===== src/rtl/cart_bus_arbiter_if.sv =====
// Requester and cart_iface signal bundle for cart_bus_arbiter.
// The arbiter connects through the slave modport; the requesters and the
// cart_iface model connect through the master modport.
interface cart_bus_arbiter_if #(
   parameter int NREQ = 3
);
   logic [NREQ-1:0]      req_en;
   logic [NREQ-1:0]      req_rd;
   logic [NREQ-1:0]      req_wr;
   logic [16*NREQ-1:0]   req_addr;
   logic [8*NREQ-1:0]    req_wdata;
   logic [NREQ-1:0]      req_done;
   logic [NREQ-1:0]      req_err;
   logic [7:0]           rdata;
   logic [NREQ-1:0]      grant;
   logic [15:0]          rom_a;
   logic [7:0]           rom_din;
   logic                 rom_rd;
   logic                 rom_wr;
   logic                 rom_bsy;
   logic [7:0]           rom_dout;

   modport slave (
      input  req_en, req_rd, req_wr, req_addr, req_wdata, rom_bsy, rom_dout,
      output req_done, req_err, rdata, grant, rom_a, rom_din, rom_rd, rom_wr
   );

   modport master (
      output req_en, req_rd, req_wr, req_addr, req_wdata, rom_bsy, rom_dout,
      input  req_done, req_err, rdata, grant, rom_a, rom_din, rom_rd, rom_wr
   );
endinterface


===== src/rtl/cart_bus_arbiter.sv =====
// Shares the single cart_iface ROM/RAM port between NREQ requesters.
// One transaction at a time: pick a winner in IDLE, strobe once in ISSUE,
// follow rom_bsy through WAIT_HI/WAIT_LO, then pulse done for one cycle.
// A timeout in WAIT_LO keeps a dead cart from hanging boot.
module cart_bus_arbiter #(
   parameter int NREQ     = 3,
   parameter int ARB_MODE = 0,
   parameter int START_TO = 4,
   parameter int TIMEOUT  = 255
) (
   input  logic               clk_8m,
   input  logic               rst,
   cart_bus_arbiter_if.slave  bus
);
   localparam int CNT_MAX = (START_TO > TIMEOUT) ? START_TO : TIMEOUT;
   localparam int CW      = $clog2(CNT_MAX + 1);
   localparam int IW      = (NREQ > 1) ? $clog2(NREQ) : 1;
   localparam logic [NREQ-1:0] ONE = NREQ'(1);

   typedef enum logic [2:0] {IDLE, ISSUE, WAIT_HI, WAIT_LO, DONE} state_t;

   state_t          state, state_nxt;
   logic [CW-1:0]   cnt, cnt_nxt;
   logic [IW-1:0]   win, win_nxt;
   logic [IW-1:0]   ptr, ptr_nxt;
   logic            is_wr, is_wr_nxt;
   logic            err, err_nxt;
   logic [15:0]     addr_q, addr_nxt;
   logic [7:0]      wdata_q, wdata_nxt;
   logic [7:0]      rdata_q, rdata_nxt;

   logic [NREQ-1:0] pending;
   logic            sel_found;
   logic [IW-1:0]   sel_idx;
   logic [NREQ-1:0] win_oh;

   assign pending = bus.req_en & (bus.req_rd | bus.req_wr);
   assign win_oh  = ONE << win;

   // Winner selection: lowest pending index, or first pending after ptr
   always_comb begin : sel_p
      int j;
      j         = 0;
      sel_found = 1'b0;
      sel_idx   = '0;
      if (ARB_MODE == 0) begin
         for (int i = NREQ - 1; i >= 0; i--) begin
            if (pending[i]) begin
               sel_found = 1'b1;
               sel_idx   = IW'(i);
            end
         end
      end else begin
         // walk backwards so the nearest index after ptr is written last
         for (int k = NREQ; k >= 1; k--) begin
            j = (int'(ptr) + k) % NREQ;
            if (pending[j]) begin
               sel_found = 1'b1;
               sel_idx   = IW'(j);
            end
         end
      end
   end

   // State register and transaction latches
   always_ff @(posedge clk_8m) begin
      if (rst) begin
         state   <= IDLE;
         cnt     <= '0;
         win     <= '0;
         ptr     <= IW'(NREQ - 1);
         is_wr   <= 1'b0;
         err     <= 1'b0;
         addr_q  <= '0;
         wdata_q <= '0;
         rdata_q <= '0;
      end else begin
         state   <= state_nxt;
         cnt     <= cnt_nxt;
         win     <= win_nxt;
         ptr     <= ptr_nxt;
         is_wr   <= is_wr_nxt;
         err     <= err_nxt;
         addr_q  <= addr_nxt;
         wdata_q <= wdata_nxt;
         rdata_q <= rdata_nxt;
      end
   end

   // Next-state logic; read data is captured on the edge into DONE so it is
   // already valid while req_done is high
   always_comb begin
      state_nxt = state;
      cnt_nxt   = cnt;
      win_nxt   = win;
      ptr_nxt   = ptr;
      is_wr_nxt = is_wr;
      err_nxt   = err;
      addr_nxt  = addr_q;
      wdata_nxt = wdata_q;
      rdata_nxt = rdata_q;
      case (state)
         IDLE: begin
            if (sel_found) begin
               state_nxt = ISSUE;
               win_nxt   = sel_idx;
               ptr_nxt   = sel_idx;
               // write wins when rd and wr are both set
               is_wr_nxt = bus.req_wr[sel_idx];
               err_nxt   = 1'b0;
               addr_nxt  = bus.req_addr[int'(sel_idx)*16 +: 16];
               wdata_nxt = bus.req_wdata[int'(sel_idx)*8 +: 8];
            end
         end
         ISSUE: begin
            state_nxt = WAIT_HI;
            cnt_nxt   = '0;
         end
         WAIT_HI: begin
            if (bus.rom_bsy) begin
               state_nxt = WAIT_LO;
               cnt_nxt   = '0;
            end else if (cnt == CW'(START_TO - 1)) begin
               // cart never went busy: treat as a zero-latency access
               state_nxt = DONE;
               if (!is_wr) rdata_nxt = bus.rom_dout;
            end else begin
               cnt_nxt = cnt + 1'b1;
            end
         end
         WAIT_LO: begin
            if (!bus.rom_bsy) begin
               state_nxt = DONE;
               if (!is_wr) rdata_nxt = bus.rom_dout;
            end else if (cnt == CW'(TIMEOUT - 1)) begin
               state_nxt = DONE;
               err_nxt   = 1'b1;
               if (!is_wr) rdata_nxt = 8'hFF;
            end else begin
               cnt_nxt = cnt + 1'b1;
            end
         end
         DONE: begin
            state_nxt = IDLE;
         end
         default: begin
            state_nxt = IDLE;
         end
      endcase
   end

   // Outputs decode directly from registered state, so none depend on inputs
   always_comb begin
      bus.grant    = (state != IDLE) ? win_oh : '0;
      bus.req_done = (state == DONE) ? win_oh : '0;
      bus.req_err  = (state == DONE && err) ? win_oh : '0;
      bus.rom_rd   = (state == ISSUE) && !is_wr;
      bus.rom_wr   = (state == ISSUE) && is_wr;
      bus.rom_a    = addr_q;
      bus.rom_din  = wdata_q;
      bus.rdata    = rdata_q;
   end
endmodule


===== src/flat_wrapper.sv =====
// flat-port wrapper written by rule: the top's interface ports become plain ports
module cart_bus_arbiter_flat 
#(
   parameter int NREQ     = 3,
   parameter int ARB_MODE = 0,
   parameter int START_TO = 4,
   parameter int TIMEOUT  = 255
)
  (clk_8m, rst, bus_req_en, bus_req_rd, bus_req_wr, bus_req_addr, bus_req_wdata, bus_rom_bsy, bus_rom_dout, bus_req_done, bus_req_err, bus_rdata, bus_grant, bus_rom_a, bus_rom_din, bus_rom_rd, bus_rom_wr);
  cart_bus_arbiter_if #(.NREQ(NREQ)) bus_i ();
  input  logic clk_8m;
  input  logic rst;
  input wire logic [$bits(bus_i.req_en)-1:0] bus_req_en;
  input wire logic [$bits(bus_i.req_rd)-1:0] bus_req_rd;
  input wire logic [$bits(bus_i.req_wr)-1:0] bus_req_wr;
  input wire logic [$bits(bus_i.req_addr)-1:0] bus_req_addr;
  input wire logic [$bits(bus_i.req_wdata)-1:0] bus_req_wdata;
  input wire logic [$bits(bus_i.rom_bsy)-1:0] bus_rom_bsy;
  input wire logic [$bits(bus_i.rom_dout)-1:0] bus_rom_dout;
  output wire logic [$bits(bus_i.req_done)-1:0] bus_req_done;
  output wire logic [$bits(bus_i.req_err)-1:0] bus_req_err;
  output wire logic [$bits(bus_i.rdata)-1:0] bus_rdata;
  output wire logic [$bits(bus_i.grant)-1:0] bus_grant;
  output wire logic [$bits(bus_i.rom_a)-1:0] bus_rom_a;
  output wire logic [$bits(bus_i.rom_din)-1:0] bus_rom_din;
  output wire logic [$bits(bus_i.rom_rd)-1:0] bus_rom_rd;
  output wire logic [$bits(bus_i.rom_wr)-1:0] bus_rom_wr;
  assign bus_i.req_en = bus_req_en;
  assign bus_i.req_rd = bus_req_rd;
  assign bus_i.req_wr = bus_req_wr;
  assign bus_i.req_addr = bus_req_addr;
  assign bus_i.req_wdata = bus_req_wdata;
  assign bus_i.rom_bsy = bus_rom_bsy;
  assign bus_i.rom_dout = bus_rom_dout;
  assign bus_req_done = bus_i.req_done;
  assign bus_req_err = bus_i.req_err;
  assign bus_rdata = bus_i.rdata;
  assign bus_grant = bus_i.grant;
  assign bus_rom_a = bus_i.rom_a;
  assign bus_rom_din = bus_i.rom_din;
  assign bus_rom_rd = bus_i.rom_rd;
  assign bus_rom_wr = bus_i.rom_wr;
  cart_bus_arbiter #(.NREQ(NREQ), .ARB_MODE(ARB_MODE), .START_TO(START_TO), .TIMEOUT(TIMEOUT)) u_core (.clk_8m(clk_8m), .rst(rst), .bus(bus_i));
endmodule

===== config.mk =====
export PLATFORM = sky130hd
export DESIGN_NAME = cart_bus_arbiter_flat
export DESIGN_NICKNAME = d
export VERILOG_FILES = /design/src/rtl/cart_bus_arbiter_if.sv /design/src/rtl/cart_bus_arbiter.sv /design/src/flat_wrapper.sv
export SDC_FILE = /design/constraint.sdc
export NUM_CORES = 1
export LEC_CHECK = 0
export ABC_AREA = 1
export CORE_UTILIZATION = 41
export DETAILED_ROUTE_END_ITERATION = 6
export PLACE_DENSITY = 0.86
export SYNTH_ARGS = -nofsm -noshare
export SYNTH_HDL_FRONTEND = slang
export SYNTH_SLANG_ARGS = --single-unit

===== constraint.sdc =====
create_clock -name clk_8m -period 2 [get_ports clk_8m]
set_input_delay 0.4 -clock clk_8m [delete_from_list [all_inputs] [get_ports clk_8m]]
set_output_delay 0.4 -clock clk_8m [all_outputs]
set_load 0.005 [all_outputs]

==> metrics.cfg, run 1 <==
[pwr]
p_comb_frac=0.501
powerDensity_mw_per_mm2=983
report.power.total_mw=4.31
ir_worst_vdd_uv=437
clockPowerShare=0.171
p_seq_frac=0.328
p_int_mw=2.69
p_switching_mw=1.62
sw_frac_of_total=0.376
leakage_nw=1.94

[yosys]
yosys_warnings=0
synth_async_sr_flop_share=0
syn_nets=532
syn_avg_cell_area_sq_um=6.32
synth-edff-count=0
netlist.top_cell.by_area=dfxtp_1
ys_ff_latch=47
syn_area_sq_mm=0.00277
netlist_top_cells_count=90 x nand2_1, 63 x a21oi_1, 58 x nor2_1, 52 x inv_1, 47 x dfxtp_1
synth_top_cells_by_area=dfxtp_1 34%, nand2_1 12%, a21oi_1 11%, nor2_1 7.9%, o211ai_1 7.3%
syn_inst=438
synth_cell_types=24
yosysMostFrequentCell=nand2_1
yosys.area.top_type_share=0.340
ys.flop_type=dfxtp_1
synth-seq-area-share=0.340

[floorplan]
num_rows=29
die_area_sq_mm=0.00708
core_area_sq_mm=0.00642
ioPinCount=135
die_width_um=84.2
start_util=0.431
fp.dieH_um=84.2

[grt]
grt_first_pass_wirelength_um=14800
antenna_found_initial=0
grt_usage=0.255
overflow=0
grt_max_degree=52
grt_pass1_vias=3388

[worst_setup_path]
cp_slowest_cell=clkdlybuf4s50_1
crit_path_max_fanout=6
start_kind=flop
required_ns=1.60
crit_chain=inv_2, nand2_2, nor2_2, nor2_1, clkdlybuf4s50_1
end_kind=primary output
slowest_delay_ns=0.44
worstPathArrival_ns=1.53
critPathKind=reg -> out

[route]
routed_wl_um=8880
first_iter_violations=226
viasPerCell=5.30
post_drt_wl_per_cell_um=13.6
route.detailed.drc=6
ant_nets=0
num_vias=3454
dr.pass1.iters=6

[sta]
timing.final.crit_share=0.964
worst_pin_slew_ns=0.447
hold_viol_final=0
hold_ws_ns=0.468
maxSlewViolCount=0
relSlewSlack=0.702
fmax_ghz=0.519
finalSetupViolCount=0
fin_crit_ns=1.93
clock_skew_ns=0.00542

[outcome]
status=finished with violations
violations=DRC

[final_layout]
drive_above_1_share=0.0835
finalNetCount=668
insertedDiodeCount=0
layout.cells.non_filler=652
syn2layout_area_growth_pct=58.5

[clock_tree]
htreeDepth=2
clk_pin_slew_ns=0.09
postCtsSetupBuffers=0
cts_root_buffer=clkbuf_8
cts_sinks=47
cts_buffers=5
clock_latency_ns=0.30
clock_path_buffers=2
cts_tree=yes

[worst_hold_path]
hold_class=reg -> reg

[job]
drv_cap=0

[place]
dpl.hpwl_um=6580
gp_congestion=0.872
io_buffers=134
dp_cells=644

sequential cells by signal, indices dropped and copies added, names as in the netlist:
signal / cells
u_core.cnt: 8
u_core.bus.rom_a: 16
u_core.is_wr: 1
u_core.state: 3
u_core.err: 1
u_core.bus.rdata: 8
u_core.win: 2
u_core.bus.rom_din: 8
worst max-delay path: cells and delay by family, from the launching register on:
kind          cells  cell delay [ns]
buf+inv           2             0.53
simple gates      3             0.33
flops             1             0.37
final timing paths:
kind	from	to	slack (ns)	cells after the start
setup reg to reg	u_core.cnt[1]$_SDFFE_PP0P_	u_core.bus.rdata[1]$_SDFFE_PP0P_	0.25	8
hold / removal	u_core.cnt[5]$_SDFFE_PP0P_	u_core.cnt[5]$_SDFFE_PP0P_	0.47	2
hold reg to reg	u_core.cnt[5]$_SDFFE_PP0P_	u_core.cnt[5]$_SDFFE_PP0P_	0.47	2
setup / recovery	u_core.state[0]$_SDFFE_PP0P_	bus_grant[1]	0.07	5
power by group through the flow:
stage | Sequential [mW] | Combinational, mW | Clock, mW
CTS | 1.40 | 2.13 | 0.737
floorplan | 1.38 | 1.08 | 0
global placement | 1.41 | 2.05 | 0
global route | 1.45 | 2.39 | 0.782
finish | 1.42 | 2.16 | 0.737
detailed placement | 1.41 | 2.11 | 0
area by class of cell:
cell class	count	area, sq um
repair buffers	151	1490
flip-flops and latches	47	947
multi-input cells	312	1520
inverters	57	214
clock inverters	2	35.0
well taps	77	96.3
clock buffers	6	82.6
fillers	513	2040
cells by family after synthesis:
logic type	Yosys count	synth area share
adder cells (fa/ha/maj)	2	0.00904
buffers and inverters	79	0.116
AND/OR/NAND/NOR	177	0.265
AO/OA/AOI/OAI	131	0.263
XOR/XNOR	2	0.00633
flip-flops	47	0.340
layer usage:
| metal | wire length [um] | GRT usage |
|---|---|---|
| met5 | 0 | 0 |
| met2 | 4570 | 0.475 |
| met1 | 3490 | 0.285 |
| met4 | 170 | 0.0799 |
| met3 | 647 | 0.0600 |
cell usage in the layout, fill, tap and decap left out:
cell             count
clkdlybuf4s50_1    128
nand2_1             88
a21oi_1             63
nor2_1              57
inv_1               51
dfxtp_1             44
o21ai_0             33
o211ai_1            27
buf_4               15
nand3_1             12
nand2_2              6
o21ai_1              6
clkbuf_8             6
inv_2                5
nor2_2               5
nand4_1              4
dlygate4sd2_1        4
nor2_4               3
xnor2_1              2
ha_1                 2
dlymetal6s2s_1       2
buf_12               2
dfxtp_2              2
clkinv_1             1
nor3_1               1
a211oi_1             1
nand3_2              1
o21bai_1             1
bufinv_16            1
clkinv_2             1
dfxtp_4              1
repair_timing:
action                                  CTS  global route
hold buffers                              0             0
endpoints found under the setup margin    6             6
gates cloned                              0             0
gates resized for setup                   6             9
through the flow:
stage	setup WS, ns	area (sq um)	util	TNS (ns)
CTS	-0.0340	4370	0.680	-0.0340
global route	-0.0152	4390	0.683	-0.0152
detailed placement	-0.115	4250	0.662	-1.73
finish	0.0724	4390	0.683	0
global placement	-0.0437	4250	0.662	-0.897
floorplan	0.511	2770	-	0
(Power assumes the default switching activity.)
==> run 2: changes to the inputs <==
--- a/config.mk
+++ b/config.mk
@@ -5,10 +5,9 @@
 export SDC_FILE = /design/constraint.sdc
 export NUM_CORES = 1
 export LEC_CHECK = 0
-export ABC_AREA = 1
-export CORE_UTILIZATION = 41
+export CORE_UTILIZATION = 40
 export DETAILED_ROUTE_END_ITERATION = 6
-export PLACE_DENSITY = 0.86
+export PLACE_DENSITY = 0.85
 export SYNTH_ARGS = -nofsm -noshare
 export SYNTH_HDL_FRONTEND = slang
 export SYNTH_SLANG_ARGS = --single-unit
==> run 2 against run 1 <==
Against the previous run:
- the run now ends clean
- count of clock-buffer cells in the layout up 1
- global-route usage shrank 2.4 points
- utilization rose by 2.5 points
- non-clock buffer count increased by 26
- clock skew is 0.0013 ns higher
- largest power group is now registers
- sequential power shrank 21%
- via count down 16%
- cell count is 20% lower
- flip-flop and latch count is the same
- clock power fell by 14%
==> metrics.cfg, run 2 <==
[worst_setup_path]
path_delay_family=buffers and inverters
crit_path_max_fanout=11  ; +5
cp_num_buf_inv=2  ; unchanged
required_ns=2.24  ; +0.64 ns
slowest_delay_ns=0.52  ; +0.08 ns
critPathKind=in -> reg
cp_slowest_cell=clkdlybuf4s50_1
worstPathArrival_ns=2.24  ; +0.71 ns
end_kind=flop
crit_chain=clkdlybuf4s50_1, o21ai_4, nor2b_4, clkbuf_16, mux2i_1, a2111oi_0, a31o_1
start_kind=input port

[grt]
grt_pass1_vias=2796  ; -17%
overflow=0  ; unchanged
grt_first_pass_wirelength_um=13100  ; -11%
antenna_found_initial=0  ; unchanged
grt_max_degree=37  ; -29%
grt_usage=0.231  ; -0.0240

[final_layout]
final_cell_mix=121 x clkdlybuf4s50_1, 45 x dfxtp_1, 39 x nor2_1
layout_commonest_cell=clkdlybuf4s50_1
drive_above_1_share=0.171  ; +0.0873
layout.cells.non_filler=522  ; -20%
insertedDiodeCount=0  ; unchanged
largest_register_ffs=16  ; unchanged
finalNetCount=538  ; -19%
syn2layout_area_growth_pct=70.8

[route]
dr.pass1.iters=4  ; -2
routed_wl_um=8660  ; -2.5%
route.detailed.drc=0  ; -6
post_drt_wl_per_cell_um=16.6  ; +22%
first_iter_violations=120  ; -47%
viasPerCell=5.56  ; +4.9%
ant_nets=0  ; unchanged
num_vias=2902  ; -16%

[floorplan]
die_width_um=83.4  ; -0.96%
ioPinCount=135  ; unchanged
core_area_sq_mm=0.00639  ; -0.57%
fp.dieH_um=83.4  ; -0.96%
start_util=0.415  ; -0.0164
die_area_sq_mm=0.00695  ; -1.9%
num_rows=29  ; unchanged

[clock_tree]
clock_path_buffers=2  ; unchanged
cts_tree=yes
clk_pin_slew_ns=0.09  ; about the same
cts_buffers=5  ; unchanged
clock_latency_ns=0.29  ; about the same
postCtsHoldBufs=0  ; unchanged
cts_root_buffer=clkbuf_8
cts_sinks=47  ; unchanged
htreeDepth=2  ; unchanged

[outcome]
status=completed

[yosys]
synth_cell_types=55  ; +130%
yosysMostFrequentCell=dfxtp_1
synth-edff-count=0  ; unchanged
ys.flop_type=dfxtp_1
syn_area_sq_mm=0.00265  ; -4.3%
netlist_top_cells_count=47 x dfxtp_1, 41 x nor2_1, 25 x mux2i_1, 23 x a31o_1, 17 x a2111oi_0
yosys.area.top_type_share=0.355  ; +0.0154
syn_inst=287  ; -34%
yosys_warnings=0  ; unchanged
syn_nets=381  ; -28%
synth_async_sr_flop_share=0  ; unchanged
netlist.top_cell.by_area=dfxtp_1
syn_avg_cell_area_sq_um=9.22  ; +46%
ys_ff_latch=47  ; unchanged
synth-seq-area-share=0.355  ; +0.0154
synth_top_cells_by_area=dfxtp_1 36%, mux2i_1 9.5%, a31o_1 7.6%, nor2_1 5.8%, a2111oi_0 5.6%

[sta]
hold_viol_final=0  ; unchanged
clock_skew_ns=0.00669  ; +0.00127 ns
maxSlewViolCount=0  ; unchanged
fmax_ghz=0.500  ; -3.6%
worst_pin_slew_ns=0.632  ; +0.186 ns
layout_setup_ws_ns=0.00123  ; -0.0711 ns
timing.final.crit_share=0.999  ; +0.0356
finalSetupViolCount=0  ; unchanged
fin_setup_tns_ns=0  ; unchanged
relSlewSlack=0.574  ; -0.128
fin_crit_ns=2.00  ; +0.0711 ns

[pwr]
leakage_nw=1.79  ; -7.7%
ir_worst_vdd_uv=376  ; -14%
powerDensity_mw_per_mm2=627  ; -36%
report.power.total_mw=2.83  ; -34%

[job]
drv_cap=0  ; unchanged

[place]
dp_cells=509  ; -21%
dp_worst_setup_slack_ns=-0.442  ; -0.327 ns
io_buffers=134  ; unchanged
gp_congestion=0.841  ; -3.6%
dpl.hpwl_um=6160  ; -6.3%

[worst_hold_path]
hold_class=reg -> reg

==> run 2: cell count changes in the layout (fill, tap and decap cells not counted), moves of 24 or more <==
| cell | before | now |
|---|---|---|
| a21oi_1 | 63 | 7 |
| mux2i_1 | 0 | 25 |
| o211ai_1 | 27 | 3 |
| inv_1 | 51 | 4 |
| nand2_1 | 88 | 6 |
| o21ai_0 | 33 | 6 |
==> run 2: cell families (layout without fill, tap and decap cells) <==
| family | after synthesis | in the layout | share of synthesized area |
|---|---|---|---|
| AO/OA/AOI/OAI | 91 | 91 | 0.282 |
| multiplexers | 25 | 25 | 0.0945 |
| buffers and inverters | 32 | 190 | 0.0699 |
| flip-flops | 47 | 47 | 0.355 |
| AND/OR/NAND/NOR | 90 | 90 | 0.189 |
| adder cells (fa/ha/maj) | 2 | 2 | 0.00945 |
==> run 2: power breakdown <==
group	internal, mW	leakage [nW]	switching [mW]
Combinational	0.649	1.36	0.431
Clock	0.315	0.0505	0.320
Sequential	1.04	0.385	0.0759
Total	2.01	1.79	0.827
==> run 2: path summary, 6_finish.rpt <==
check	from	to	slack, ns	depth (start not counted)
max	bus_req_wr[1]	u_core.bus.rom_a[9]$_SDFFE_PP0P_	0.001	7
min	u_core.bus.rom_a[8]$_SDFFE_PP0P_	u_core.bus.rom_a[8]$_SDFFE_PP0P_	0.48	1
max reg2reg	u_core.cnt[1]$_SDFFE_PP0P_	u_core.cnt[4]$_SDFFE_PP0P_	0.08	7
min reg2reg	u_core.bus.rom_a[8]$_SDFFE_PP0P_	u_core.bus.rom_a[8]$_SDFFE_PP0P_	0.48	1
==> run 2: layout make-up <==
cell class / count / area (sq um)
fill: 460 / 1860
multi-input combinational: 208 / 1580
clock buffer: 7 / 96.3
sequential: 47 / 943
timing repair buffer: 177 / 1780
inverter: 5 / 18.8
clock inverter: 1 / 7.51
tap: 77 / 96.3
==> run 2: repair_timing <==
item | in CTS | in global routing
setup endpoints to repair | 13 | 28
gates resized for setup | 12 | 21
setup buffers | 3 | 1
pin swaps | 3 | 4
gates cloned | 0 | 2
hold endpoints to repair | 0 | 0
==> run 2: metrics by stage <==
step / hold slack, ns / utilization / instance area [sq um]
after floorplan: 0.474 / - / 2650
final: 0.484 / 0.708 / 4520
after detailed placement: 0.464 / 0.669 / 4270
after global placement: 0.457 / 0.669 / 4270
after global routing: 0.515 / 0.708 / 4520
after CTS: 0.485 / 0.689 / 4400
==> run 2: layer usage <==
metal / track usage / up-vias / part of all wire
li1: - / 1414 / -
met1: 0.271 / 1371 / 0.41
met2: 0.420 / 105 / 0.51
met3: 0.0527 / 12 / 0.063
met4: 0.0596 / 0 / 0.016
met5: 0 / - / 0
==> run 2: worst reg2reg max path, stage by stage, from the launching register on <==
cell and delay, ns:
dfxtp_1 0.34, buf_4 0.15, ha_1 0.20, and4_2 0.28
a21oi_4 0.15, o21ai_1 0.11, or4_1 0.50, a21oi_1 0.13
==> run 3: changes to the inputs <==
--- a/config.mk
+++ b/config.mk
@@ -7,6 +7,7 @@
 export LEC_CHECK = 0
 export CORE_UTILIZATION = 40
 export DETAILED_ROUTE_END_ITERATION = 6
+export GPL_TIMING_DRIVEN = 0
 export PLACE_DENSITY = 0.85
 export SYNTH_ARGS = -nofsm -noshare
 export SYNTH_HDL_FRONTEND = slang
==> run 3 against run 2 <==
Against the previous run:
- utilization is 0.12 points higher
- largest cell class is now multi-input gates
- die area unchanged
- critical path type unchanged
- highest routed layer unchanged
- via count is 1.8% higher
- the flow now finishes with violations (setup timing)
- combinational power grew 4%
==> metrics.cfg, run 3 (synthesis results as in run 2) <==
[outcome]
status=finished with violations
violations=setup timing

[worst_setup_path]
required_ns=2.24  ; about the same
worstPathArrival_ns=2.30  ; +0.06 ns
cp_num_buf_inv=2  ; unchanged
r2r_setup_slack_ns=0.08  ; about the same
crit_path_max_fanout=10  ; -1
end_kind=flop
path_delay_family=compound AO/OA/AOI/OAI gates
slowest_delay_ns=0.58  ; +0.06 ns
start_kind=input port
cp_slowest_cell=a2111oi_1
critPathKind=in -> reg
crit_chain=clkdlybuf4s50_1, o21ai_4, nand3_1, clkbuf_2, a2111oi_1, a31o_1

[clock_tree]
clk_pin_slew_ns=0.09  ; about the same
clock_path_buffers=2  ; unchanged
postCtsHoldBufs=0  ; unchanged
htreeDepth=2  ; unchanged
cts_tree=yes
cts_buffers=5  ; unchanged
clock_latency_ns=0.30  ; about the same
cts_sinks=47  ; unchanged
cts_root_buffer=clkbuf_8

[route]
routed_wl_um=9220  ; +6.4%
viasPerCell=5.71  ; +2.7%
ant_nets=0  ; unchanged
first_iter_violations=103  ; -14%
dr.pass1.iters=4  ; unchanged
num_vias=2953  ; +1.8%
route.detailed.drc=0  ; unchanged
post_drt_wl_per_cell_um=17.8  ; +7.4%

[sta]
worst_pin_slew_ns=0.659  ; +0.0269 ns
finalSetupViolCount=1  ; +1
maxSlewViolCount=0  ; unchanged
rsz0062_at_grt=true
clock_skew_ns=0.00629  ; -0.000404 ns
fin_crit_ns=2.06  ; +0.0630 ns
relSlewSlack=0.560  ; -0.0135
fin_setup_tns_ns=-0.0618  ; -0.0618 ns
hold_viol_final=0  ; unchanged
timing.final.crit_share=1.03  ; +0.0315
fmax_ghz=0.485  ; -3.1%
layout_setup_ws_ns=-0.0618  ; -0.0630 ns

[grt]
grt_max_degree=15  ; -59%
antenna_found_initial=0  ; unchanged
grt_pass1_vias=2956  ; +5.7%
grt_usage=0.248  ; +0.0175
overflow=0  ; unchanged
grt_first_pass_wirelength_um=14100  ; +7.4%

[final_layout]
drive_above_1_share=0.200  ; +0.0292
final_cell_mix=121 x clkdlybuf4s50_1, 43 x dfxtp_1, 38 x nor2_1
fin_util=0.709  ; +0.00118
fillers=469  ; +2.0%
finalNetCount=533  ; -0.93%
layout_commonest_cell=clkdlybuf4s50_1
syn2layout_area_growth_pct=71.1
insertedDiodeCount=0  ; unchanged
largest_register_ffs=16  ; unchanged

[pwr]
ir_worst_vdd_uv=498  ; +32%
report.power.total_mw=2.80  ; -1.2%
powerDensity_mw_per_mm2=618  ; -1.4%
leakage_nw=1.70  ; -5.0%

[floorplan]
core_area_sq_mm=0.00639  ; unchanged
die_width_um=83.4  ; unchanged
die_area_sq_mm=0.00695  ; unchanged
num_rows=29  ; unchanged
ioPinCount=135  ; unchanged
fp.dieH_um=83.4  ; unchanged
start_util=0.415  ; unchanged

[place]
dpl.hpwl_um=6540  ; +6.1%
io_buffers=133  ; -0.75%
gp_congestion=0.851  ; +1.1%
dp_worst_setup_slack_ns=-0.487  ; -0.0454 ns

[worst_hold_path]
hold_class=reg -> reg

[job]
drv_cap=0  ; unchanged

-- run 3: changes by cell type in the layout (fill, tap and decap cells not counted), sizes merged --
cell / previous run / this run
buf: 41 / 30
clkbuf: 9 / 15
clkinv: 0 / 1
dlygate4sd2: 6 / 7
dlymetal6s2s: 7 / 5
-- run 3: layout make-up --
class / count / area, sq um / share of cell area
clock buffers: 6 / 72.6 / 0.0160
flip-flops and latches: 47 / 953 / 0.210
multi-input cells: 208 / 1730 / 0.383
plain buffers: 26 / 210 / 0.0464
inverters: 5 / 18.8 / 0.00414
repair buffers: 146 / 1430 / 0.316
clock inverters: 2 / 12.5 / 0.00276
well taps: 77 / 96.3 / 0.0213
-- run 3: worst reg2reg max path, cell delays in order, from the launching register on --
cell and delay [ns]:
dfxtp_4 0.40, inv_1 0.05, ha_1 0.20, and4_1 0.26, a21oi_4 0.23, o21ai_2 0.10
clkbuf_4 0.20, nor4_1 0.25, o22a_1 0.17
-- run 3: per-stage QoR --
stage                     instance area [sq um]  hold slack [ns]  instances
after floorplan                            2650            0.474        287
after global placement                     4080            0.457        497
after detailed placement                   4080            0.464        497
after CTS                                  4270            0.485        507
after global routing                       4530            0.498        517
final                                      4530            0.484        517
-- run 3: routing by layer --
metal / vias to the layer above / track usage / wire (um)
met3: 10 / 0.0596 / 587
met2: 113 / 0.484 / 5040
met5: - / 0 / 0
met1: 1429 / 0.266 / 3480
met4: 0 / 0.0549 / 107
li1: 1401 / - / -
-- run 3: path summary, 6_finish.rpt --
check,cells after the start,endpoint,from
setup / recovery,6,u_core.bus.rom_a[11]$_SDFFE_PP0P_,bus_req_rd[1]
hold / removal,1,u_core.bus.rom_a[3]$_SDFFE_PP0P_,u_core.bus.rom_a[3]$_SDFFE_PP0P_
setup reg to reg,8,u_core.cnt[5]$_SDFFE_PP0P_,u_core.cnt[0]$_SDFFE_PP0P_
hold reg to reg,1,u_core.bus.rom_a[3]$_SDFFE_PP0P_,u_core.bus.rom_a[3]$_SDFFE_PP0P_
-- run 3: report_power, final --
group | total, mW | switching (mW) | internal [mW]
sequential | 1.12 | 0.0809 | 1.04
combinational | 1.12 | 0.481 | 0.637
clock | 0.557 | 0.313 | 0.245
total | 2.80 | 0.875 | 1.92
-- run 3: timing repair --
action / CTS / global route
endpoints found under the setup margin: 48 / 47
gates resized for setup: 40 / 60
endpoints found under the hold margin: 0 / 0
pin swaps: 6 / 15
buffers inserted: 3 / 10
